### config.mk
export PLATFORM = sky130hd
export DESIGN_NAME = sbit_add16
export DESIGN_NICKNAME = d
export VERILOG_FILES = /design/src/rtl/sbit_pkg.sv /design/src/rtl/sbit_fa.sv /design/src/rtl/sbit_add16.sv
export SDC_FILE = /design/constraint.sdc
export NUM_CORES = 1
export LEC_CHECK = 0
export ABC_AREA = 1
export ABC_CLOCK_PERIOD_IN_PS = 8000
export CAP_MARGIN = 20
export CORE_MARGIN = 2
export CORE_UTILIZATION = 32
export DETAILED_ROUTE_END_ITERATION = 10
export HOLD_SLACK_MARGIN = 0.1
export PLACE_DENSITY = 0.8
export SYNTH_ARGS = -nofsm -noshare
export SYNTH_HDL_FRONTEND = slang
export SYNTH_SLANG_ARGS = --single-unit
### constraint.sdc
create_clock -name clk -period 8 [get_ports clk]
set_clock_uncertainty 0.2 [all_clocks]
set_input_delay 1.6 -clock clk [delete_from_list [all_inputs] [get_ports clk]]
set_output_delay 1.6 -clock clk [all_outputs]
set_load 0.005 [all_outputs]
### src/rtl/sbit_pkg.sv
// Shared width, word type and golden-sum helper for the sbit_add16 adder.
package sbit_pkg;

  localparam int SBIT_WIDTH = 16;

  typedef logic [SBIT_WIDTH-1:0] sbit_word_t;

  function automatic logic [SBIT_WIDTH:0] add_ref(input sbit_word_t a,
                                                  input sbit_word_t b,
                                                  input logic       cin);
    add_ref = {1'b0, a} + {1'b0, b} + {{SBIT_WIDTH{1'b0}}, cin};
  endfunction

endpackage

### src/rtl/sbit_fa.sv
// One-bit full adder cell; the ripple chain in sbit_add16 is built from these.
module sbit_fa (
  input  logic x,
  input  logic y,
  input  logic ci,
  output logic sum,
  output logic co
);

  logic p;

  assign p   = x ^ y;
  assign sum = p ^ ci;
  assign co  = (x & y) | (ci & p);

endmodule

### src/rtl/sbit_add16.sv
// Registered ripple-carry adder: {c,s} = a + b + cin, one clock of latency.
// Optional registered two's-complement overflow output when SBIT_OVF_EN is defined.
module sbit_add16
  import sbit_pkg::*;
#(
  parameter int WIDTH = SBIT_WIDTH
) (
  input  logic             clk,
  input  logic             rst_n,
  input  logic [WIDTH-1:0] a,
  input  logic [WIDTH-1:0] b,
  input  logic             cin,
  output logic [WIDTH-1:0] s,
`ifdef SBIT_OVF_EN
  output logic             ovf,
`endif
  output logic             c
);

  logic [WIDTH:0]   carry;
  logic [WIDTH-1:0] sum;

  assign carry[0] = cin;

  for (genvar i = 0; i < WIDTH; i++) begin : g_fa
    sbit_fa u_fa (
      .x   (a[i]),
      .y   (b[i]),
      .ci  (carry[i]),
      .sum (sum[i]),
      .co  (carry[i+1])
    );
  end

  // ---- register stage ----
  logic [WIDTH-1:0] s_d, s_q;
  logic             c_d, c_q;

  always_comb begin
    s_d = sum;
    c_d = carry[WIDTH];
  end

  always_ff @(posedge clk) begin
    if (!rst_n) begin
      s_q <= '0;
      c_q <= 1'b0;
    end else begin
      s_q <= s_d;
      c_q <= c_d;
    end
  end

  assign s = s_q;
  assign c = c_q;

`ifdef SBIT_OVF_EN
  logic ovf_d, ovf_q;

  // Signed overflow: carry into the sign bit differs from carry out of it.
  always_comb begin
    ovf_d = carry[WIDTH] ^ carry[WIDTH-1];
  end

  always_ff @(posedge clk) begin
    if (!rst_n) ovf_q <= 1'b0;
    else        ovf_q <= ovf_d;
  end

  assign ovf = ovf_q;
`endif

endmodule

==> results of run 1 <==
## power groups by stage
| stage | Combinational (mW) | Clock, mW | Sequential (mW) |
|---|---|---|---|
| 2_1_floorplan | 0.0215 | 0 | 0.102 |
| 3_3_place_gp | 0.0663 | 0 | 0.0997 |
| 3_5_place_dp | 0.0696 | 0 | 0.100 |
| 4_1_cts | 0.0722 | 0.0470 | 0.0981 |
| 5_1_grt | 0.0842 | 0.0507 | 0.0990 |
| 6_report | 0.0716 | 0.0439 | 0.0979 |
## sequential cells by signal, summed over array words and instances (netlist names)
signal and flops:
s 16, c 1
## metrics by stage
stage                     hold WS [ps]  utilization  setup WS [ps]  setup TNS [ps]
after floorplan                   1490            -           33.8               0
after global placement            2100        0.552           -657           -1370
after CTS                         1820        0.575           27.9               0
after global routing              1610        0.580           3.46               0
after detailed placement          2100        0.552           -779           -1700
final                             1580        0.580            266               0
## routing by layer
layer	global-route usage	part of all wire	wire [microns]
met4	0.0500	0	0
met2	0.297	0.62	1040
met5	0	0	0
met1	0.120	0.30	500
met3	0.0437	0.085	144
## cells by family after synthesis
family,synth area share
AND/OR/NAND/NOR,0.0780
flip-flops,0.416
buffers and inverters,0.115
adder cells (fa/ha/maj),0.391
## cell usage after synthesis, drive strengths merged
cell	number	area share
nor2	3	0.014
nand2	14	0.064
dfxtp	17	0.42
fa	16	0.39
buf	1	0.014
inv	22	0.10
## repair_timing
action,in CTS,in global routing
pin swaps,0,2
gates resized for setup,12,6
hold endpoints to repair,0,0
setup endpoints to repair,3,1
gates cloned,0,0
## final cells by class
| class | count | area (sq um) |
|---|---|---|
| Tap cell | 30 | 37.5 |
| Inverter | 22 | 82.6 |
| Fill cell | 224 | 1030 |
| Multi-Input combinational cell | 33 | 422 |
| Sequential cell | 17 | 340 |
| Clock buffer | 4 | 26.3 |
| Timing Repair Buffer | 51 | 515 |
## worst max path at each step
stage,startpoint,to,cells past startpoint
floorplan,a[0],s[15],20
global placement,a[0],s[15],21
detailed placement,a[0],s[15],21
CTS,a[0],s[15],21
global route,cin,s[15],21
finish,cin,s[15],21
## worst max-delay path, cell delays in order
cell and delay (ps):
clkdlybuf4s50_1 420, fa_2 350, fa_2 340, fa_2 350
fa_2 350, fa_2 340, fa_2 340, fa_2 350
fa_2 350, fa_2 340, inv_1 80, fa_2 210
inv_1 60, fa_2 340, fa_2 350, fa_2 350
fa_2 340, fa_2 350, inv_2 60, fa_1 400
nor2_1 100
==> impl_metrics.json, run 1 <==
{
  "run_status": "complete, no violations",
  "first_global_vias": 750,
  "setup_viol": 0,
  "ys_types": 6,
  "grt_pass1_wl_microns": 2850,
  "vias": 633,
  "finalCritPeriodShare": 0.967,
  "holdPathStages": 4,
  "peakVddDrop_mv": 0.0907,
  "hold_violations": 0,
  "switching_power_mw": 0.0527,
  "finalPower_mw": 0.213,
  "power_density_nw_per_um2": 150,
  "fin_area_sq_um": 1420,
  "ys_ff_latch": 17,
  "io_pins": 52,
  "area_growth_pct": 74.0,
  "netlist_area_sq_um": 818,
  "clockBufferDepth": 2,
  "overflow": 0,
  "final_cell_mix": "clkdlybuf4s50_1, inv_1, dfxtp_1",
  "drtIter0Drc": 2,
  "cts_hold_buf": 0,
  "p_leak_nw": 0.662,
  "grt_usage": 0.142,
  "cts.clk_slew.worst_paths_ps": 100,
  "cp-end-kind": "register",
  "die_h_microns": 54.6,
  "placed_cell_area_sq_um": 1360,
  "slew_viol_final": 0,
  "hold_end": "s[0]",
  "place_hpwl_microns": 1460,
  "diodes": 0,
  "dp_cells": 153,
  "port_buffers": 51,
  "period_needed_ps": 7730,
  "die_width_microns": 54.6,
  "worst_pin_slew_ps": 534,
  "nets": 179,
  "swShare": 0.247,
  "cp_max_fo": 1,
  "mostFrequentLayoutCell": "clkdlybuf4s50_1",
  "start_util": 0.333,
  "seqPwrFrac": 0.459,
  "max_cap_violations": 0,
  "ant_nets": 0,
  "cts-root-buf": "clkbuf_4",
  "dr.pass1.iters": 2,
  "power_frac_clock": 0.206,
  "htree_levels": 1,
  "yosysWarningCount": 0,
  "grt_max_degree": 16,
  "clock-sinks": 17,
  "maxSlewHeadroom": 0.643,
  "ys_seq_area_frac": 0.416,
  "dieArea_sq_um": 2980,
  "crit_arrival_ps": 7760,
  "wl_per_cell_microns": 10.7,
  "syn_inst": 73,
  "path_class": "input pin to register",
  "viasPerCell": 4.03,
  "drive_above_1_share": 0.150,
  "core-area_sq_um": 2450,
  "synth_nets": 124,
  "post_synth.cell_area_avg_sq_um": 11.2,
  "crit_required_ps": 8020,
  "cts_tree": "done",
  "rsz0062_at_grt": "false",
  "num_rows": 18,
  "combPwrFrac": 0.335,
  "post_cts.repair.setup_buffers": 0,
  "worst_setup_path_start_kind": "input pin",
  "antenna_found_initial": 0,
  "cts_buffers": 3,
  "drt-total-wl_microns": 1690,
  "instances_no_fill": 157,
  "p_int_mw": 0.161,
  "hp-start": "b[0]",
  "max_clock_freq_ghz": 0.129,
  "route.detailed.drc": 0,
  "hp-class": "input pin to register",
  "gp_congestion": 0.642
}
No activity file was read; power rests on OpenSTA's default activity.
==> inputs of run 2 (changes only) <==
- ABC_CLOCK_PERIOD_IN_PS: 8000 -> 6900
- CORE_MARGIN: 2 -> 4
- clock period: 8 -> 6.9 ns (I/O delays scaled with it)
==> run 2 against run 1 <==
  * The run now ends with setup timing left
  * Combinational power increased by 17%
  * Cell count did not move
  * Clock power up 19%
  * First-iteration DRC count is 100% lower
  * Die area increased by 15%
  * Power up 17%
  * Setup slack got worse by 620 ps
  * Via count fell by 1.6%
  * Largest cell class unchanged
==> impl_metrics.json, run 2 (synthesis results as in run 1) <==
{
  "cpLargestDelayFamily": "adder cells",
  "use_met1": 0.106,
  "multi_input_area_sq_um": 422,
  "gp_congestion": 0.666,
  "worst_setup_path_start_kind": "input pin",
  "route.detailed.drc": 0,
  "dieArea_sq_um": 3430,
  "first_global_vias": 707,
  "finalCritPeriodShare": 1.05,
  "cts_tree": "done",
  "largest_register_ffs": 16,
  "worst-path-buf-inv": 4,
  "diodes": 0,
  "power_density_nw_per_um2": 176,
  "area_growth_pct": 72.9,
  "mostFrequentLayoutCell": "clkdlybuf4s50_1",
  "htree_levels": 1,
  "die_h_microns": 58.6,
  "cp_max_fo": 1,
  "grt_pass1_wl_microns": 2930,
  "switching_power_mw": 0.0628,
  "die_width_microns": 58.6,
  "period_needed_ps": 7250,
  "crit_start": "cin",
  "num_rows": 18,
  "max_cap_violations": 0,
  "path_common_cell": "fa_2",
  "place_hpwl_microns": 1650,
  "setup_viol": 3,
  "run_status": "complete, but fails checks",
  "cts_hold_buf": 0,
  "antenna_found_initial": 0,
  "maxSlewHeadroom": 0.654,
  "grtUsageMet3": 0.0395,
  "dr.pass1.iters": 1,
  "nets": 179,
  "cts-root-buf": "clkbuf_4",
  "crit_required_ps": 6930,
  "power_frac_clock": 0.210,
  "tns_ps": -504,
  "cpMaxStageDelayCell": "fa_1",
  "seqPwrFrac": 0.455,
  "dp_cells": 153,
  "drtIter0Drc": 0,
  "clock-sinks": 17,
  "critical-path-max-stage-delay_ps": 400,
  "swShare": 0.252,
  "wl_per_cell_microns": 11.6,
  "use_met2": 0.233,
  "io_pins": 52,
  "final_cell_mix": "clkdlybuf4s50_1, inv_1, dfxtp_1",
  "core-area_sq_um": 2450,
  "cp-end-kind": "register",
  "dp_slack_ps": -1080,
  "cts_buffers": 3,
  "fill_cells": 217,
  "seq_area_sq_um": 340,
  "slew_viol_final": 0,
  "combPwrFrac": 0.335,
  "hp-start": "a[0]",
  "ant_nets": 0,
  "cts.clk_slew.worst_paths_ps": 100,
  "drive_above_1_share": 0.189,
  "grt_usage": 0.116,
  "hp-class": "input pin to register",
  "worst_pin_slew_ps": 517,
  "instances_no_fill": 157,
  "peakVddDrop_mv": 0.102,
  "violations": "setup timing",
  "grt_max_degree": 16,
  "start_util": 0.333,
  "path_cells": "buf_6 > fa_2 > fa_2 > fa_2 > fa_2 > fa_2 > fa_2 > fa_2 > fa_2 > fa_2 > inv_2 > fa_2 > inv_2 > fa_2 > fa_2 > fa_2 > fa_2 > fa_2 > inv_2 > fa_1 > nor2_1",
  "drt-total-wl_microns": 1820,
  "path_class": "input pin to register",
  "port_buffers": 51,
  "grt-busiest-layer": "met2",
  "p_leak_nw": 0.647,
  "viasPerCell": 3.97,
  "p_int_mw": 0.187,
  "clockBufferDepth": 2,
  "hold_violations": 0,
  "rsz0062_at_grt": "true",
  "crit_arrival_ps": 7280,
  "max_clock_freq_ghz": 0.138,
  "vias": 623,
  "worst_slack_ps": -351,
  "overflow": 0
}
## run 2: power groups by stage
stage	logic, mW	clock network, mW	registers (mW)
2_1_floorplan	0.0275	0	0.118
3_3_place_gp	0.0813	0	0.116
3_5_place_dp	0.0859	0	0.116
4_1_cts	0.0870	0.0559	0.114
5_1_grt	0.0943	0.0603	0.115
6_report	0.0835	0.0524	0.113
## run 2: worst min-delay path: stages
cell     delay, ps
buf_6           70
fa_2           190
nand2_1         50
inv_1           40
## run 2: area by class of cell
type	instances	area share
multi-input cells	33	0.298
clock buffers	4	0.0186
repair buffers	51	0.358
well taps	30	0.0265
inverters	22	0.0584
flip-flops and latches	17	0.240
## run 2: what timing repair did
item | CTS | global route
buffers inserted | 0 | 0
endpoints found under the hold margin | 0 | 0
setup endpoints to repair | 4 | 4
pin swaps | 17 | 17
resized for setup | 16 | 1
## run 2: path summary, 6_finish.rpt
check  endpoint  slack, ps  cells after the start
max       s[15]       -350                     21
min        s[0]       1270                      4
## run 2: metrics by stage
| step | power (mW) | hold WS (ps) | cell area [sq um] | util |
|---|---|---|---|---|
| 3_5_place_dp | 0.202 | 1880 | 1390 | 0.566 |
| 5_1_grt | 0.269 | 1280 | 1420 | 0.576 |
| 3_3_place_gp | 0.197 | 1880 | 1390 | 0.566 |
| 2_1_floorplan | 0.145 | 1270 | 853 | - |
| 4_1_cts | 0.256 | 1270 | 1410 | 0.574 |
| 6_report | 0.249 | 1270 | 1420 | 0.576 |
## run 2: routing by layer
metal	up-vias	part of all wire
met5	-	0
li1	306	-
met4	0	0
met3	0	0.13
met2	32	0.60
met1	285	0.27
==> inputs of run 3 (changes only) <==
- CAP_MARGIN: 20 -> 10
==> results of run 3 <==
No change in the layout: final DEF, timing and power equal those of run 2.
